===== src/rtl/bram_rw_seq_ctrl.sv =====
// ============================================================================
//  Module   : bram_rw_seq_ctrl
//  Purpose  : Write N source words to BRAM addresses 0..N-1, then read them back as a valid-flagged stream.
//             Optional macro RD_OUT_REG_EN adds a second read-output register stage.
//  Revision : 1.0 - initial release
// ============================================================================
`default_nettype none

module bram_rw_seq_ctrl #(
  parameter int AWIDTH  = 8,
  parameter int DWIDTH  = 32,
  parameter int CNT_BIT = 31
) (
  input  logic               clk,
  input  logic               reset,
  input  logic               start_i,
  input  logic [CNT_BIT-1:0] cnt_val_i,
  input  logic [DWIDTH-1:0]  wr_data_i,
  output logic               wr_req_o,
  output logic [AWIDTH-1:0]  bram_addr_o,
  output logic               bram_ce_o,
  output logic               bram_we_o,
  output logic [DWIDTH-1:0]  bram_d_o,
  input  logic [DWIDTH-1:0]  bram_q_i,
  output logic [DWIDTH-1:0]  rd_data_o,
  output logic               rd_valid_o,
  output logic               idle_o,
  output logic               run_o,
  output logic               done_o
);

  typedef enum logic [2:0] {
    S_IDLE  = 3'd0,
    S_WRITE = 3'd1,
    S_READ  = 3'd2,
    S_DRAIN = 3'd3,
    S_DONE  = 3'd4
  } state_t;

  localparam logic [CNT_BIT-1:0] c_max_words = {{(CNT_BIT-1){1'b0}}, 1'b1} << AWIDTH;
  localparam logic [AWIDTH:0]    c_one       = {{AWIDTH{1'b0}}, 1'b1};
`ifdef RD_OUT_REG_EN
  localparam logic               c_drain_last = 1'b1;
`else
  localparam logic               c_drain_last = 1'b0;
`endif

  state_t              r_state, w_next_state;
  logic [AWIDTH-1:0]   r_addr, w_next_addr;
  logic [AWIDTH:0]     r_cnt, w_next_cnt, w_start_cnt;
  logic                r_drain, w_next_drain;
  logic                w_last;
  logic                r_wr_req, r_idle, r_run, r_done;
  logic                r_q_pend, r_rd_valid;
  logic [DWIDTH-1:0]   r_rd_data;

  // Counts above the address space collapse to a full pass of 2^AWIDTH words.
  assign w_start_cnt = (cnt_val_i > c_max_words) ? c_max_words[AWIDTH:0] : cnt_val_i[AWIDTH:0];
  assign w_last      = ({1'b0, r_addr} == (r_cnt - c_one));

  always_comb begin
    w_next_state = r_state;
    w_next_addr  = r_addr;
    w_next_cnt   = r_cnt;
    w_next_drain = 1'b0;
    case (r_state)
      S_IDLE: begin
        if (start_i) begin
          w_next_cnt   = w_start_cnt;
          w_next_addr  = '0;
          w_next_state = (w_start_cnt == '0) ? S_DONE : S_WRITE;
        end
      end
      S_WRITE: begin
        if (w_last) begin
          w_next_addr  = '0;
          w_next_state = S_READ;
        end else begin
          w_next_addr = r_addr + 1'b1;
        end
      end
      S_READ: begin
        if (w_last) begin
          w_next_addr  = '0;
          w_next_state = S_DRAIN;
        end else begin
          w_next_addr = r_addr + 1'b1;
        end
      end
      S_DRAIN: begin
        if (r_drain == c_drain_last) w_next_state = S_DONE;
        else                         w_next_drain = 1'b1;
      end
      S_DONE:  w_next_state = S_IDLE;
      default: w_next_state = S_IDLE;
    endcase
  end

  always_ff @(posedge clk) begin
    if (reset) begin
      r_state    <= S_IDLE;
      r_addr     <= '0;
      r_cnt      <= '0;
      r_drain    <= 1'b0;
      r_wr_req   <= 1'b0;
      r_idle     <= 1'b1;
      r_run      <= 1'b0;
      r_done     <= 1'b0;
      r_q_pend   <= 1'b0;
      r_rd_valid <= 1'b0;
      r_rd_data  <= '0;
    end else begin
      r_state    <= w_next_state;
      r_addr     <= w_next_addr;
      r_cnt      <= w_next_cnt;
      r_drain    <= w_next_drain;
      // Status flags are registered from the next state so they align with it.
      r_wr_req   <= (w_next_state == S_WRITE);
      r_idle     <= (w_next_state == S_IDLE);
      r_run      <= (w_next_state == S_WRITE) || (w_next_state == S_READ) ||
                    (w_next_state == S_DRAIN);
      r_done     <= (w_next_state == S_DONE);
      r_q_pend   <= (r_state == S_READ);
      r_rd_valid <= r_q_pend;
      if (r_q_pend) r_rd_data <= bram_q_i;
    end
  end

`ifdef RD_OUT_REG_EN
  logic              r_rd_valid2;
  logic [DWIDTH-1:0] r_rd_data2;

  always_ff @(posedge clk) begin
    if (reset) begin
      r_rd_valid2 <= 1'b0;
      r_rd_data2  <= '0;
    end else begin
      r_rd_valid2 <= r_rd_valid;
      r_rd_data2  <= r_rd_data;
    end
  end

  assign rd_valid_o = r_rd_valid2;
  assign rd_data_o  = r_rd_data2;
`else
  assign rd_valid_o = r_rd_valid;
  assign rd_data_o  = r_rd_data;
`endif

  assign bram_ce_o   = (r_state == S_WRITE) || (r_state == S_READ);
  assign bram_we_o   = (r_state == S_WRITE);
  assign bram_addr_o = r_addr;
  assign bram_d_o    = wr_data_i;
  assign wr_req_o    = r_wr_req;
  assign idle_o      = r_idle;
  assign run_o       = r_run;
  assign done_o      = r_done;

endmodule

`default_nettype wire


===== config.mk =====
export PLATFORM = sky130hd
export DESIGN_NAME = bram_rw_seq_ctrl
export DESIGN_NICKNAME = d
export VERILOG_FILES = /design/src/rtl/bram_rw_seq_ctrl.sv
export SDC_FILE = /design/constraint.sdc
export NUM_CORES = 1
export LEC_CHECK = 0
export ABC_AREA = 1
export CORE_AREA = 4 4 91 93
export CTS_BUF_LIST = sky130_fd_sc_hd__clkbuf_8
export CTS_CLUSTER_SIZE = 25
export DETAILED_ROUTE_END_ITERATION = 8
export DIE_AREA = 0 0 95 97
export GPL_TIMING_DRIVEN = 0
export PLACE_DENSITY = 0.89
export SLEW_MARGIN = 30
export SYNTH_ARGS = -nofsm -noshare
export SYNTH_HDL_FRONTEND = slang
export SYNTH_SLANG_ARGS = --single-unit

===== constraint.sdc =====
create_clock -name clk -period 3.2 [get_ports clk]
set_input_delay 0.64 -clock clk [delete_from_list [all_inputs] [get_ports clk]]
set_output_delay 0.64 -clock clk [all_outputs]
set_load 0.02 [all_outputs]

==> key figures <==
Run status
  • Status: completed

Synth
  • EDFF count, synth: 0
  • Top cells by area in the synthesized netlist: dfxtp_1 (37%), nor2_1 (13%), nand2_1 (7.9%)
  • Async set-reset flop share out of synthesis: 0%
  • Most common cell in the netlist: nor2_1
  • Most instantiated cells after synthesis: nor2_1 (106), nand2_1 (66), dfxtp_1 (58)
  • Top_reg_cell synth: dfxtp_1
  • Synth Cell Area: 3140 µm²
  • Post-synth top area cell: dfxtp_1
  • Distinct cells, synth: 30
  • Synthesized netlist net count: 564
  • Mean Syn Cell Area: 6.77 µm²
  • Seq/Total Area, Yosys: 37.0%
  • Synth top area share: 37.0%
  • Synth Register Bits: 58
  • Synth Warn #: 0
  • Syn Inst Count: 464

Die
  • Die area: 9220 µm²
  • Core ar.: 7530 µm²
  • # IOs: 177
  • Die X-Extent: 95 µm
  • Initial Util: 41.7%
  • Core Rows: 32
  • Die H: 97 µm

Final layout
  • Final-stage net count: 719
  • Fin area: 4960 µm²
  • Antenna fix cells: 0
  • Layout Utilization: 65.9%
  • Share of cells above drive strength 1: 13.8%
  • Filler instances: 635
  • Layout area overhead: 57.9%

Detailed routing
  • Routed vias/inst: 4.82
  • Post-route ant nets: 0
  • Post-Route M1 WL: 3260 µm
  • Met2 wire len: 5000 µm
  • Pre-antenna DRT Iters: 4
  • Vias: 3,501
  • Wire per inst: 13.2 µm
  • # DRC: 0
  • Max layer used: met4
  • Met3 wire length: 1080 µm
  • DRT iter0 DRCs: 139
  • Total Wirelength: 9550 µm

STA
  • F_max: 0.393 GHz
  • Fin. Hold Viols: 0
  • Hold WS: 501 ps
  • Worst slew margin: 69.3%
  • Final worst-path cycle share: 79.6%
  • RSZ-0062 raised after global routing: false
  • Crit path time final: 2550 ps
  • Setup TNS: 0 ps
  • Setup Viol. Count Final: 0
  • Final slew viol count: 0
  • Clock skew: 11.9 ps
  • Slew of the pin with the lowest slew margin: 460 ps

Pwr
  • VDD IR-drop max: 506 µV
  • Leak pwr: 2.14 nW
  • Clock share of power: 37.0%
  • Sequential Power Share: 35.2%
  • Psw: 702 µW
  • Pwr Density: 463 nW/µm²
  • Sw Ratio: 30.6%
  • Comb power frac: 27.8%
  • Pwr Total: 2.29 mW
  • Int Pwr: 1.59 mW

Clock tree
  • CTS root buf: clkbuf_8
  • Clock tree sinks: 58
  • H-tree depth: 3
  • CTS max path bufs: 2
  • Clk Latency, worst-skew pair: 340 ps
  • CTS resizes: 0
  • CTS clk-pin slew, worst paths: 80 ps
  • TritonCTS Buffers: 9
  • Setup repair bufs after CTS: 0
  • CTS tree: yes
  • CTS Hold Bufs: 0

Global routing
  • GRT Overall Usage: 20.5%
  • Total grt overflow: 0
  • Largest net degree at the start of global routing: 13
  • Antenna violations before repair: 0
  • First-pass GRT wire length: 15,400 µm
  • Vias in the first global route: 3,639

Worst setup path
  • Critical path endpoint category: output port
  • Slowest Stage Delay on Critical Path: 630 ps
  • Crit-path cells: nor2_1 > inv_1 > nor2_2 > inv_1 > nand2_4 > clkdlybuf4s50_1
  • CP max-delay cell: clkdlybuf4s50_1
  • Critical path fanouts, max: 10
  • Crit path max-delay family: buffers and inverters
  • CP required: 2560 ps
  • Worst EP arrival: 1910 ps
  • Buf/Inv on CP: 3
  • Crit path top cell by count: inv_1
  • Critical path class: reg2out
  • Worst setup SP type: register

Place
  • Port Buffers: 144
  • Post-DP Area: 4710 µm²
  • GP Congestion: 0.823
  • HPWL Detailed: 7680 µm

Job
  • Max cap viols: 0

Hold path
  • Hold crit path type: reg2reg
[cells by family (layout without fill, tap and decap cells)]
kind of cell | count (synthesis) | count (layout) | synth area share [%]
simple gates | 240 | 240 | 35.1
fa+ha+maj | 2 | 2 | 0.797
buf+inv | 93 | 253 | 15.0
compound gates | 65 | 65 | 10.5
flops | 58 | 58 | 37.0
xor+xnor | 6 | 6 | 1.67
[final cells by class]
class / count / area, µm² / share of cell area [%]
plain buffers: 45 / 290 / 5.85
repair buffers: 144 / 1440 / 29.1
inverters: 48 / 180 / 3.63
well taps: 102 / 128 / 2.57
multi-input cells: 313 / 1510 / 30.4
flip-flops and latches: 58 / 1160 / 23.4
clock buffers: 9 / 124 / 2.50
clock inverters: 7 / 125 / 2.52
[worst paths after layout]
check             slack [ps]  cells after the start            to         start
setup reg to reg        1220                     15         run_o      r_cnt[0]
hold / removal           500                      2  rd_data_o[6]  rd_data_o[6]
setup / recovery         650                      6     bram_ce_o    r_state[1]
hold reg to reg          500                      2  rd_data_o[6]  rd_data_o[6]
[power by group through the flow]
stage	Combinational [mW]	Sequential, mW	Clock [mW]
after floorplan	0.340	0.855	0
after global placement	0.615	0.821	0
after detailed placement	0.636	0.823	0
after CTS	0.640	0.806	0.858
after global routing	0.699	0.814	0.886
final	0.638	0.807	0.849
[cell usage in the layout (no fill, tap or decap)]
master | Yosys | final
clkdlybuf4s50_1 | 0 | 144
nor2_1 | 106 | 106
nand2_1 | 66 | 66
dfxtp_1 | 58 | 58
o21ai_0 | 44 | 44
inv_1 | 43 | 43
buf_4 | 32 | 32
nand3_1 | 19 | 19
a21oi_1 | 17 | 17
nand2_2 | 12 | 12
clkbuf_8 | 0 | 9
clkbuf_1 | 8 | 8
nand4_1 | 8 | 8
nor2_2 | 5 | 5
nor2_4 | 5 | 5
xor2_1 | 5 | 5
nor3_1 | 5 | 5
or2_2 | 5 | 5
buf_1 | 4 | 4
inv_2 | 4 | 4
nand3_2 | 4 | 4
bufinv_16 | 0 | 3
nand3b_1 | 2 | 2
o21ai_1 | 2 | 2
ha_1 | 2 | 2
clkinv_4 | 0 | 2
inv_6 | 0 | 2
nand2_4 | 1 | 1
nand3_4 | 1 | 1
xnor2_1 | 1 | 1
o2111ai_1 | 1 | 1
nor3b_1 | 1 | 1
buf_2 | 1 | 1
a31oi_1 | 1 | 1
clkinv_1 | 1 | 1
[metrics by stage]
step / std cells / setup WS, ps
2_1_floorplan: 464 / 1430
3_3_place_gp: 710 / 756
5_1_grt: 726 / 537
4_1_cts: 726 / 662
3_5_place_dp: 710 / 697
6_report: 726 / 654
[metal layers]
metal	GRT usage (%)	vias up
li1	-	1741
met1	18.9	1599
met2	38.4	138
met3	9.25	23
met4	7.55	0
met5	0	-
[worst min-delay path, cell delays in order (launching register included)]
cell,delay [ps]
dfxtp_1,330
o21ai_0,70
nor2_1,70
[registers in the layout (all words and copies together), names as in the netlist]
name	count
bram_addr_o	8
done_o	1
idle_o	1
r_cnt	9
r_q_pend	1
r_state	3
rd_data_o	32
rd_valid_o	1
run_o	1
wr_req_o	1
No activity file was read; power rests on OpenSTA's default activity.
